$ cat src/rtl/mem_req_sched.sv
// mem_req_sched: two-port round-robin scheduler for a single memory channel.
// Define MEM_REQ_SCHED_TIMEOUT_EN to bound WAIT and raise timeout_err.
module mem_req_sched #(
   parameter int unsigned ADDRESS_WIDTH  = 32,
   parameter int unsigned DATA_WIDTH     = 32,
   parameter int unsigned TIMEOUT_CYCLES = 64
) (
   input  logic                     clk,
   input  logic                     rst,
   input  logic                     req_1,
   input  logic                     req_2,
   input  logic                     store_1,
   input  logic                     store_2,
   input  logic                     word_1,
   input  logic                     word_2,
   input  logic [ADDRESS_WIDTH-1:0] addr_1,
   input  logic [ADDRESS_WIDTH-1:0] addr_2,
   input  logic [DATA_WIDTH-1:0]    data_1,
   input  logic [DATA_WIDTH-1:0]    data_2,
   output logic                     grant_1,
   output logic                     grant_2,
   output logic                     mem_req,
   output logic                     mem_store,
   output logic                     mem_word,
   output logic [ADDRESS_WIDTH-1:0] mem_addr,
   output logic [DATA_WIDTH-1:0]    mem_data,
   input  logic                     mem_resp_valid,
   output logic                     timeout_err
);

   typedef enum logic [1:0] {
      IDLE  = 2'd0,
      ISSUE = 2'd1,
      WAIT  = 2'd2
   } state_t;

   state_t state_q, state_d;
   logic last_q, last_d;
   logic hold_q, hold_d;
   logic grant_1_q, grant_1_d;
   logic grant_2_q, grant_2_d;
   logic mem_req_q, mem_req_d;
   logic mem_store_q, mem_store_d;
   logic mem_word_q, mem_word_d;
   logic [ADDRESS_WIDTH-1:0] mem_addr_q, mem_addr_d;
   logic [DATA_WIDTH-1:0] mem_data_q, mem_data_d;
   logic sel_2;

`ifdef MEM_REQ_SCHED_TIMEOUT_EN
   localparam int unsigned CW = $clog2(TIMEOUT_CYCLES + 1);
   logic [CW-1:0] cnt_q, cnt_d;
   logic prev_last_q, prev_last_d;
   logic timeout_q, timeout_d;
`endif

   // last_q = 1 means port 2 won the previous selection
   always_comb begin
      state_d     = state_q;
      last_d      = last_q;
      hold_d      = hold_q;
      grant_1_d   = grant_1_q;
      grant_2_d   = grant_2_q;
      mem_req_d   = 1'b0;
      mem_store_d = mem_store_q;
      mem_word_d  = mem_word_q;
      mem_addr_d  = mem_addr_q;
      mem_data_d  = mem_data_q;
      sel_2       = req_2 && (!req_1 || !last_q);
`ifdef MEM_REQ_SCHED_TIMEOUT_EN
      cnt_d       = cnt_q;
      prev_last_d = prev_last_q;
      timeout_d   = 1'b0;
`endif
      unique case (state_q)
         IDLE: begin
            hold_d = 1'b0;
            if (!hold_q && (req_1 || req_2)) begin
               state_d     = ISSUE;
               last_d      = sel_2;
               grant_1_d   = !sel_2;
               grant_2_d   = sel_2;
               mem_req_d   = 1'b1;
               mem_store_d = sel_2 ? store_2 : store_1;
               mem_word_d  = sel_2 ? word_2 : word_1;
               mem_addr_d  = sel_2 ? addr_2 : addr_1;
               mem_data_d  = sel_2 ? data_2 : data_1;
`ifdef MEM_REQ_SCHED_TIMEOUT_EN
               cnt_d       = '0;
               prev_last_d = last_q;
`endif
            end
         end
         ISSUE, WAIT: begin
            if (mem_resp_valid) begin
               state_d   = IDLE;
               grant_1_d = 1'b0;
               grant_2_d = 1'b0;
               hold_d    = 1'b1;
            end else begin
               state_d = WAIT;
`ifdef MEM_REQ_SCHED_TIMEOUT_EN
               if (state_q == WAIT) begin
                  if (cnt_q == CW'(TIMEOUT_CYCLES - 1)) begin
                     state_d   = IDLE;
                     grant_1_d = 1'b0;
                     grant_2_d = 1'b0;
                     hold_d    = 1'b1;
                     timeout_d = 1'b1;
                     last_d    = prev_last_q;
                  end else begin
                     cnt_d = cnt_q + CW'(1);
                  end
               end
`endif
            end
         end
         default: state_d = IDLE;
      endcase
   end

   always_ff @(posedge clk) begin
      if (rst) begin
         state_q     <= IDLE;
         last_q      <= 1'b1;
         hold_q      <= 1'b0;
         grant_1_q   <= 1'b0;
         grant_2_q   <= 1'b0;
         mem_req_q   <= 1'b0;
         mem_store_q <= 1'b0;
         mem_word_q  <= 1'b0;
         mem_addr_q  <= '0;
         mem_data_q  <= '0;
`ifdef MEM_REQ_SCHED_TIMEOUT_EN
         cnt_q       <= '0;
         prev_last_q <= 1'b1;
         timeout_q   <= 1'b0;
`endif
      end else begin
         state_q     <= state_d;
         last_q      <= last_d;
         hold_q      <= hold_d;
         grant_1_q   <= grant_1_d;
         grant_2_q   <= grant_2_d;
         mem_req_q   <= mem_req_d;
         mem_store_q <= mem_store_d;
         mem_word_q  <= mem_word_d;
         mem_addr_q  <= mem_addr_d;
         mem_data_q  <= mem_data_d;
`ifdef MEM_REQ_SCHED_TIMEOUT_EN
         cnt_q       <= cnt_d;
         prev_last_q <= prev_last_d;
         timeout_q   <= timeout_d;
`endif
      end
   end

   assign grant_1   = grant_1_q;
   assign grant_2   = grant_2_q;
   assign mem_req   = mem_req_q;
   assign mem_store = mem_store_q;
   assign mem_word  = mem_word_q;
   assign mem_addr  = mem_addr_q;
   assign mem_data  = mem_data_q;

`ifdef MEM_REQ_SCHED_TIMEOUT_EN
   assign timeout_err = timeout_q;
`else
   assign timeout_err = (TIMEOUT_CYCLES == 0) && 1'b0;
`endif

endmodule

$ cat config.mk
export PLATFORM = sky130hd
export DESIGN_NAME = mem_req_sched
export DESIGN_NICKNAME = d
export VERILOG_FILES = /design/src/rtl/mem_req_sched.sv
export SDC_FILE = /design/constraint.sdc
export NUM_CORES = 1
export LEC_CHECK = 0
export ABC_CLOCK_PERIOD_IN_PS = 1750
export CAP_MARGIN = 30
export CORE_AREA = 8 8 84 86
export CTS_BUF_LIST = sky130_fd_sc_hd__clkbuf_16
export DETAILED_ROUTE_END_ITERATION = 10
export DIE_AREA = 0 0 92 94
export DONT_BUFFER_PORTS = 1
export HOLD_SLACK_MARGIN = 0.08
export MAX_ROUTING_LAYER = met4
export PLACE_DENSITY = 0.8
export SLEW_MARGIN = 0
export SYNTH_ARGS = -nofsm -noshare
export SYNTH_HDL_FRONTEND = slang
export SYNTH_SLANG_ARGS = --single-unit
$ cat constraint.sdc
create_clock -name clk -period 1.75 [get_ports clk]
set_clock_uncertainty 0.05 [all_clocks]
set_input_delay 0.2625 -clock clk [delete_from_list [all_inputs] [get_ports clk]]
set_output_delay 0.2625 -clock clk [all_outputs]
set_load 0.02 [all_outputs]
Word level (Yosys, flattened, before mapping)
Cells that the tools add are included.
Storage, ports and cells
  register bits: 73
  input port bits: 137
  output and inout bits: 70
  word-level logic and storage cells: 45
Operators by class
  eq/ne operators: 4
  multiplexer cells: 15
  bitwise operators: 1
  reductions and logical operators: 15
Operators with widths (number)
  $mux 32: 2
  $mux 1: 7
  $pmux 1 s2: 3
  $logic_not 1->1: 4
  $mux 2: 2
  $ne 2x2->1 const B: 2
  $pmux 2 s2: 1
  $reduce_and 2->1: 2
  $reduce_or 2->1: 2
  $reduce_and 3->1: 1
  $eq 2x1->1 const B: 1
  $eq 2x2->1 const B: 1
  $logic_and 1x1->1: 2
  $logic_not 2->1: 1
  $logic_or 1x1->1: 2
  $reduce_bool 2->1: 1
  $not 1->1: 1

Logic depth before layout (Yosys ltp)
Gate-level depths: netlist of run 1.
  word-level depth: 6
  depth in mapped cells: 8
  mapped depth without buffers: 5

Worst setup path after synthesis of run 1
Ideal clock, no wire load.
  path type: register to register
  start: reg state_q[0]
  end: reg mem_data_q[25], in the netlist mem_data[25]
  library setup time: 0.142 ns
  arrival time: 1.302 ns
  data required time: 1.558 ns
  slack: 0.256 ns
  cell stages (with the launch flop): 9
  buffers on the path: 3
  clock period less this slack: 1.494 ns
  cells stage by stage: dfxtp_1 -> inv_1 -> ha_1 -> buf_2 -> inv_1 -> nor2_1 -> buf_2 -> buf_2 -> a311oi_2
Between the ends
  longest elaborated chain between the ends: 2
RTL lines
  from (decl): line 37  | state_t state_q, state_d;
  from (signal assigned): line 139  | state_q <= state_d;
  $logic_not 2->1: line 74  | unique case (state_q)
  $reduce_and 2->1 (no line)
  to (signal assigned): line 148  | mem_data_q <= mem_data_d;
  to (decl): line 46  | logic [DATA_WIDTH-1:0] mem_data_q, mem_data_d;
Every way passes these cells.
A chain may end at the register's enable or synchronous reset.

Final worst setup path of run 1
  start: reg state_q[0]
  end: reg mem_req_q, in the netlist mem_req
Between the ends
  longest elaborated chain between the ends: 3
RTL lines
  $logic_not 2->1: line 74
  $not 1->1 (no line)
  $reduce_or 2->1 (no line)
  to (signal assigned): line 144  | mem_req_q <= mem_req_d;
  to (decl): line 42  | logic mem_req_q, mem_req_d;
Every way passes these cells.

==> impl_metrics.yaml, run 1 <==
outcome:
  status: "finished, violations left"
  violations: "hold timing"
timing:
  setup_viol: 0
  period_needed_ps: 1550
  fin_hold_ws_ps: -33.0
  totalNegativeSetupSlack_ps: 0
  clock.fmax_mhz: 645
  report.final.slew_viol_count: 0
  fin_crit_sh_pct: 88.6
  rsz0062_at_grt: "no"
  hold_viol_final: 25
power_and_ir_drop:
  leakage_nw: 1.36
  swShare_pct: 35.5
  intPower_mw: 3.33
  p_per_area_nw_per_um2: 1420
  peakVddDrop_v: 0.000721
  seqPwrFrac_pct: 48.8
  switchingPower_mw: 1.83
  finalPower_mw: 5.16
  power_frac_clock_pct: 30.1
  combPwrFrac_pct: 21.1
worst_setup_path:
  crit_fanout: 5
  cp_cell_sequence: "inv_1 > ha_2 > inv_1 > nor3_1 > dlygate4sd3_1"
  path_class: "reg2reg"
  path_common_cell: "inv_1"
  cp-start-kind: "register"
  arrival_ps: 1760
  cp.required_ps: 1960
  critPathSlowestCell: "dlygate4sd3_1"
  slowest_delay_ps: 570
  end_kind: "register"
place:
  placement.io_buffers: 0
  gp_congestion: 0.839
  hpwl_microns: 7490
floorplan:
  die_w_microns: 92
  die-height_microns: 94
  start_util_pct: 58.6
  coreArea_sq_um: 5750
  num_rows: 28
  ios: 207
  die-area_sq_um: 8650
grt:
  overflow: 0
  grt_max_degree: 73
  grt_first_pass_wirelength_microns: 15500
  antenna_found_initial: 0
  grt_pass1_vias: 2983
  grt_usage_pct: 22.7
routing:
  drc: 0
  ant_nets: 0
  avgViaCountPerCell: 6.74
  drt_pass1_iterations: 4
  postRouteWirelength_microns: 10500
  wl_per_cell_microns: 22.3
  first_iter_violations: 250
  vias: 3161
logic_synthesis:
  ys_seq_area_share_pct: 43.4
  syn_area_sq_um: 3370
  yosysTopAreaCell: "dfxtp_1"
  ys_top_cells_by_area: "dfxtp_1 (43%), nand2_1 (15%), a311oi_1 (15%)"
  syn_inst: 411
  ys_types: 27
  ys_ff_latch: 73
  synth.avg_cell_area_sq_um: 8.20
  yosysTopAreaCellShare_pct: 43.4
  yosys_warnings: 0
  syn_nets: 549
clocking:
  clock_latency_ps: 310
  cts_tree: "done"
  cts_buffers: 9
  postCtsSetupBuffers: 0
  worst_setup_hold_path_clk_slew_ps: 50
  cts_resized: 0
  clockBufferDepth: 2
  cts-root-buf: "clkbuf_16"
  cts_htree_levels: 3
  hold_buffers: 1
  clock_sinks: 73
final_layout:
  drive_above_1_share_pct: 10.2
  area_growth_syn_to_layout_pct: 7.69
  finalNetCount: 527
  n_antenna_cell: 0
min_path:
  hp-class: "in2reg"
job:
  drv_cap: 0
-- metrics by stage --
stage | setup WS (ps) | hold WS (ps) | utilization (%) | cells | cell area [sq um]
after floorplan | 256 | 372 | - | 411 | 3370
after global placement | 398 | 288 | 58.5 | 452 | 3360
after detailed placement | 312 | 291 | 58.5 | 452 | 3360
after CTS | 191 | -44.8 | 63.2 | 469 | 3630
after global routing | 114 | -49.7 | 63.2 | 469 | 3630
final | 199 | -33.0 | 63.2 | 469 | 3630
-- cells by family (layout without fill, tap and decap cells) --
group	count (synthesis)	in the layout	share of synthesized area, %
other	1	1	0.111
flip-flops	73	73	43.4
AND/OR/NAND/NOR	142	142	16.3
buffers and inverters	49	32	7.98
AO/OA/AOI/OAI	145	145	31.8
adder cells (fa/ha/maj)	1	1	0.371
-- worst paths after layout --
check / to / slack [ps] / depth (start not counted) / from
hold / removal: mem_addr[1] / -30 / 1 / rst
setup / recovery: mem_req / 200 / 5 / state_q[0]
hold reg to reg: state_q[1] / 410 / 2 / state_q[1]
setup reg to reg: mem_req / 200 / 5 / state_q[0]
-- synth_stat cells (all sizes together) --
cell       n
a311oi    66
buf       31
clkbuf    15
nor2b      1
nor2       2
o21ai      2
nor3       1
o2bb2ai    3
nand3b     1
or3        1
a21bo      1
nand3      2
o21bai     1
dfxtp     73
a22oi      1
nand2    132
a21oi     69
conb       1
nand2b     2
a21boi     1
o21ba      1
ha         1
inv        3
-- area by class of cell --
cell class	instances	area (sq um)
clock buffers	9	225
inverters	3	11.3
clock inverters	7	30.0
flip-flops and latches	73	1460
repair buffers	13	150
fillers	483	2120
well taps	75	93.8
multi-input cells	289	1660
-- registers in the layout, indices dropped and copies added (netlist names) --
register and cells:
mem_addr 32, mem_data 32, state_q 2, grant_1 1, grant_2 1, hold_q 1, last_q 1, mem_req 1
mem_store 1, mem_word 1
-- worst max-delay path: cells and delay by family, from the launching register on --
family / cells / cell delay, ps
buffers and inverters: 3 / 750
flip-flops: 1 / 290
adder cells (fa/ha/maj): 1 / 210
AND/OR/NAND/NOR: 1 / 200
-- metal layers --
metal | GRT usage (%) | vias up | share of wire, %
li1 | - | 1438 | -
met1 | 25.4 | 1499 | 40
met2 | 35.9 | 202 | 48
met3 | 8.79 | 22 | 11
met4 | 8.86 | 0 | 1.8
met5 | - | - | 0
-- power by group through the flow --
stage / clock (mW) / combinational (mW) / sequential, mW
after floorplan: 0 / 0.904 / 2.46
final: 1.55 / 1.09 / 2.52
after CTS: 1.59 / 1.09 / 2.52
after global routing: 1.67 / 1.20 / 2.55
after detailed placement: 0 / 1.09 / 2.55
after global placement: 0 / 1.03 / 2.55
-- cells in the final DEF, fill, tap and decap left out, drive strengths merged, types with 2 or more instances in the layout --
master     n
nand2    132
dfxtp     73
a21oi     69
a311oi    66
buf       12
clkbuf     9
inv        5
clkinv     5
o2bb2ai    3
nand2b     2
nand3      2
nor2       2
o21ai      2
(Power assumes the default switching activity.)
==> run 2: changes to the inputs <==
ABC_AREA = 1   (was unset)
ABC_CLOCK_PERIOD_IN_PS = 1700   (was 1750)
CORE_AREA = 8 8 90 92   (was 8 8 84 86)
DIE_AREA = 0 0 98 100   (was 0 0 92 94)
TNS_END_PERCENT = 50   (was unset)
clock period = 1.7 ns   (was 1.75 ns; I/O delays follow)
==> impl_metrics.yaml, run 2 <==
min_path:
  hp-start: "mem_resp_valid"
  min_to: "hold_q"
  hp-class: "in2reg"
  hold-path-cell-count: 2
logic_synthesis:
  yosys_warnings: 0
  syn_nets: 828
  yosysTopAreaCell: "dfxtp_1"
  synth.avg_cell_area_sq_um: 5.68
  yosys_most_used_dff: "dfxtp_1"
  yosysMostFrequentCell: "nand2_1"
  syn_inst: 690
  yosysTopAreaCellShare_pct: 37.3
  ys_top_cells_by_count: "nand2_1 (302), nor2_1 (124), inv_1 (111), dfxtp_1 (73), nand3_1 (32)"
  synthArstFlopShare_pct: 0
  syn_area_sq_um: 3920
  synth_edf_count: 0
  ys_seq_area_share_pct: 37.3
  ys_ff_latch: 73
  ys_top_cells_by_area: "dfxtp_1 (37%), nand2_1 (29%), nor2_1 (12%)"
  ys_types: 16
clocking:
  clock_sinks: 73
  clock_latency_ps: 310
  cts_tree: "done"
  cts_buffers: 9
  clockBufferDepth: 2
  worst_setup_hold_path_clk_slew_ps: 50
  cts_htree_levels: 3
  cts-root-buf: "clkbuf_16"
grt:
  met2_usage_pct: 34.5
  grt_first_pass_wirelength_microns: 16100
  antenna_found_initial: 0
  busiest_layer: "met2"
  grt_pass1_vias: 3455
  grt_max_degree: 74
  met1_usage_pct: 21.0
  met3_usage_pct: 9.07
  overflow: 0
  grt_usage_pct: 20.5
routing:
  drc: 0
  drt_pass1_iterations: 4
  vias: 3691
  avgViaCountPerCell: 4.85
  postRouteWirelength_microns: 10200
  ant_nets: 0
  first_iter_violations: 119
  wl_per_cell_microns: 13.4
job:
  drv_cap: 0
timing:
  period_needed_ps: 1540
  report.final.slew_viol_count: 0
  fin_crit_sh_pct: 90.3
  totalNegativeSetupSlack_ps: 0
  setup_viol: 0
  clock.fmax_mhz: 651
  rsz0062_at_grt: "no"
  hold_viol_final: 0
  fin_ws_ps: 164
final_layout:
  finalNetCount: 814
  drive_above_1_share_pct: 3.96
  n_antenna_cell: 0
  area_growth_syn_to_layout_pct: 8.97
  mostFrequentLayoutCell: "nand2_1"
  final_cell_mix: "nand2_1 (302), nor2_1 (123), inv_1 (112)"
worst_setup_path:
  path_class: "reg2reg"
  arrival_ps: 1690
  rr_startpoint: "state_q[1]"
  crit_fanout: 53
  cp.required_ps: 1860
  reg2regPathDepth: 8
  r2r_slack_ps: 160
  cp-start-kind: "register"
  r2r_end: "mem_data[14]"
  end_kind: "register"
power_and_ir_drop:
  p_per_area_nw_per_um2: 2150
  leakage_nw: 2.51
  peakVddDrop_v: 0.00106
floorplan:
  die-height_microns: 100
  num_rows: 30
  ios: 207
  coreArea_sq_um: 6640
  start_util_pct: 59.0
  die-area_sq_um: 9800
  die_w_microns: 98
place:
  placement.io_buffers: 0
  gp_congestion: 0.779
  pre_cts_ws_ps: 196
  hpwl_microns: 7530
outcome:
  status: "completed"
-- run 2: changes by cell type after synthesis, sizes merged, moves of 2 or more --
cell     before  now
nand2b        2    0
nand2       132  302
o2bb2ai       3    0
nand3         2   32
nor2          2  124
clkbuf       15    8
a21oi        69    3
a311oi       66    0
inv           3  113
buf          31   28
o21ai         2    4
-- run 2: how the worst max path moves through the flow --
stage	startpoint	endpoint	slack [ps]
floorplan	state_q[0]	mem_addr[11]	330
CTS	state_q[1]	mem_data[14]	180
global route	state_q[1]	mem_data[18]	60
finish	state_q[1]	mem_data[14]	160
global placement	state_q[0]	mem_addr[30]	280
detailed placement	state_q[0]	mem_data[14]	200
-- run 2: final cells by class --
class | count | area, sq um
timing repair buffer | 11 | 123
inverter | 113 | 424
sequential | 73 | 1460
tap | 80 | 100
fill | 635 | 2370
clock buffer | 9 | 225
multi-input combinational | 468 | 1830
clock inverter | 7 | 110
-- run 2: kinds of logic after synthesis --
family | after synthesis | share of synthesized area, %
compound gates | 8 | 1.09
fa+ha+maj | 1 | 0.319
buf+inv | 149 | 16.3
flops | 73 | 37.3
other cells | 1 | 0.0957
simple gates | 458 | 44.9
-- run 2: where the power goes --
part           switching [mW]  leakage (nW)  internal [mW]  total [mW]
clock                   0.680         0.164           1.42        2.10
combinational            2.00          1.74           1.12        3.11
sequential               1.45         0.606           2.50        3.95
-- run 2: per-layer routing --
metal | share of wire, % | up-vias
met3 | 10 | 19
met4 | 2.1 | 0
li1 | - | 1942
met1 | 39 | 1571
met2 | 48 | 159
met5 | 0 | -
-- run 2: metrics by stage --
stage               power [mW]  util, %  area [sq um]  instances  hold slack, ps
floorplan                 6.41        -          3920        690             274
global route              9.94     64.3          4270        761            99.2
global placement          6.96     59.1          3920        744             277
finish                    9.16     64.3          4270        761            91.2
CTS                       9.25     64.3          4270        761            80.4
detailed placement        7.11     59.1          3920        744             279
-- run 2: what timing repair did --
action	in CTS	in global routing
gates resized for setup	0	0
endpoints found under the setup margin	0	0
setup buffers	0	0
hold endpoints to repair	3	0
hold buffers	1	0
-- run 2: worst max-delay path, cell delays in order, from the launching register on --
cell,delay [ps]
dfxtp_1,320
inv_1,60
ha_1,230
inv_1,110
nor2_4,140
buf_12,230
nand2_1,70
nor2_1,110
nor2_1,60
==> run 3: changes to the inputs <==
ABC_CLOCK_PERIOD_IN_PS = 1450   (was 1700)
SKIP_LAST_GASP = 1   (was unset)
clock period = 1.45 ns   (was 1.7 ns; I/O delays follow)
==> impl_metrics.yaml, run 3 (synthesis gave the netlist of run 2 again) <==
clocking:
  cts_buffers: 9
  cts_tree: "done"
  clock_latency_ps: 320
  clock_sinks: 73
  cts_htree_levels: 3
  clockBufferDepth: 2
  cts-root-buf: "clkbuf_16"
  worst_setup_hold_path_clk_slew_ps: 50
power_and_ir_drop:
  p_per_area_nw_per_um2: 2140
  power_frac_clock_pct: 18.2
  leakage_nw: 2.97
  seqPwrFrac_pct: 40.6
  switchingPower_mw: 5.35
  peakVddDrop_v: 0.00125
  intPower_mw: 6.20
  swShare_pct: 46.3
  combPwrFrac_pct: 41.2
place:
  gp_congestion: 0.834
  placement.io_buffers: 0
  hpwl_microns: 7760
  pre_cts_ws_ps: -1.95
worst_setup_path:
  critPathSlowestCell: "dfxtp_1"
  rr_startpoint: "state_q[0]"
  cp.required_ps: 1620
  arrival_ps: 1580
  end_kind: "register"
  path_class: "reg2reg"
  endpoint: "mem_data[11]"
  reg2regPathDepth: 9
  cp_cell_sequence: "inv_2 > ha_4 > inv_2 > nor2_4 > buf_6 > clkbuf_16 > nand2_1 > nor2_1 > nor2_1"
  cp-start-kind: "register"
  slowest_delay_ps: 310
  r2r_end: "mem_data[11]"
  critPathLaunch: "state_q[0]"
  crit_fanout: 6
  r2r_slack_ps: 40
floorplan:
  coreArea_sq_um: 6640
  num_rows: 30
  die-area_sq_um: 9800
  die-height_microns: 100
  die_w_microns: 98
  ios: 207
  start_util_pct: 59.0
final_layout:
  mostFrequentLayoutCell: "nand2_1"
  area_growth_syn_to_layout_pct: 37.6
  final_cell_mix: "nand2_1 (300), nor2_1 (119), inv_1 (109)"
  fill_cells: 422
  drive_above_1_share_pct: 5.74
  finalNetCount: 918
grt:
  grt_first_pass_wirelength_microns: 21500
  grt_pass1_vias: 4567
  overflow: 0
  grt_usage_pct: 28.1
  grt_max_degree: 38
  antenna_found_initial: 4
timing:
  totalNegativeSetupSlack_ps: 0
  hold_viol_final: 0
  rsz0062_at_grt: "yes"
  fin_ws_ps: 35.5
  period_needed_ps: 1410
  setup_viol: 0
  report.final.slew_viol_count: 0
  fin_crit_sh_pct: 97.5
  clock.fmax_mhz: 707
routing:
  first_iter_violations: 251
  drc: 0
  vias: 4495
  avgViaCountPerCell: 5.18
  ant_nets: 0
  postRouteWirelength_microns: 14200
  wl_per_cell_microns: 16.3
  drt_pass1_iterations: 7
min_path:
  hp-class: "in2reg"
job:
  drv_cap: 0
outcome:
  status: "completed"
==> run 3: power groups by stage <==
stage          logic, mW  registers [mW]  clock network, mW
6_report            4.75            4.69               2.10
5_1_grt             5.35            4.78               2.21
4_1_cts             4.34            4.66               2.12
3_5_place_dp        3.89            4.69                  0
3_3_place_gp        3.71            4.68                  0
2_1_floorplan       3.09            4.42                  0
==> run 3: routing by layer <==
layer | up-vias | routed length, microns | GRT usage (%)
li1 | 2161 | - | -
met1 | 1957 | 4900 | 26.8
met5 | - | 0 | -
met4 | 0 | 843 | 20.0
met2 | 297 | 6940 | 47.6
met3 | 80 | 1510 | 9.34
==> run 3: through the flow <==
step	area [sq um]	std cells	hold slack, ps	power [mW]	util, %
6_report	5390	868	70.3	11.5	81.1
5_1_grt	5390	868	95.0	12.3	81.1
4_1_cts	5300	861	80.1	11.1	79.8
3_5_place_dp	4000	746	241	8.58	60.2
3_3_place_gp	4000	746	240	8.38	60.2
2_1_floorplan	3920	690	237	7.51	-
==> run 3: final cells by class <==
class	instances	area [sq um]	share of cell area (%)
clock buffers	9	225	4.18
inverters	113	424	7.87
flip-flops and latches	73	1460	27.1
clock inverters	6	51.3	0.951
repair buffers	115	1260	23.4
diodes	4	10.0	0.186
well taps	80	100	1.86
multi-input cells	468	1860	34.5
==> run 3: how the worst min path moves through the flow <==
stage                          from     endpoint  slack [ps]  depth (start not counted)
final                     data_2[5]  mem_data[5]          70                          4
after global routing      addr_1[1]  mem_addr[1]         100                          4
after CTS                 addr_1[2]  mem_addr[2]          80                          4
after detailed placement        rst       hold_q         240                          1
after global placement          rst       hold_q         240                          1
after floorplan                 rst       hold_q         240                          1
==> run 3: timing repair <==
action / 4_1_cts / 5_1_grt
pin swaps: 2 / 6
setup endpoints to repair: 5 / 43
buffers inserted: 2 / 2
hold endpoints to repair: 68 / 0
gates cloned: 1 / 2
hold buffers: 97 / 0
gates resized for setup: 1 / 16
==> run 3: critical path: cells and delay by family (launching register included) <==
family | cells | cell delay (ps)
fa+ha+maj | 1 | 140
buf+inv | 4 | 420
flops | 1 | 310
simple gates | 4 | 380
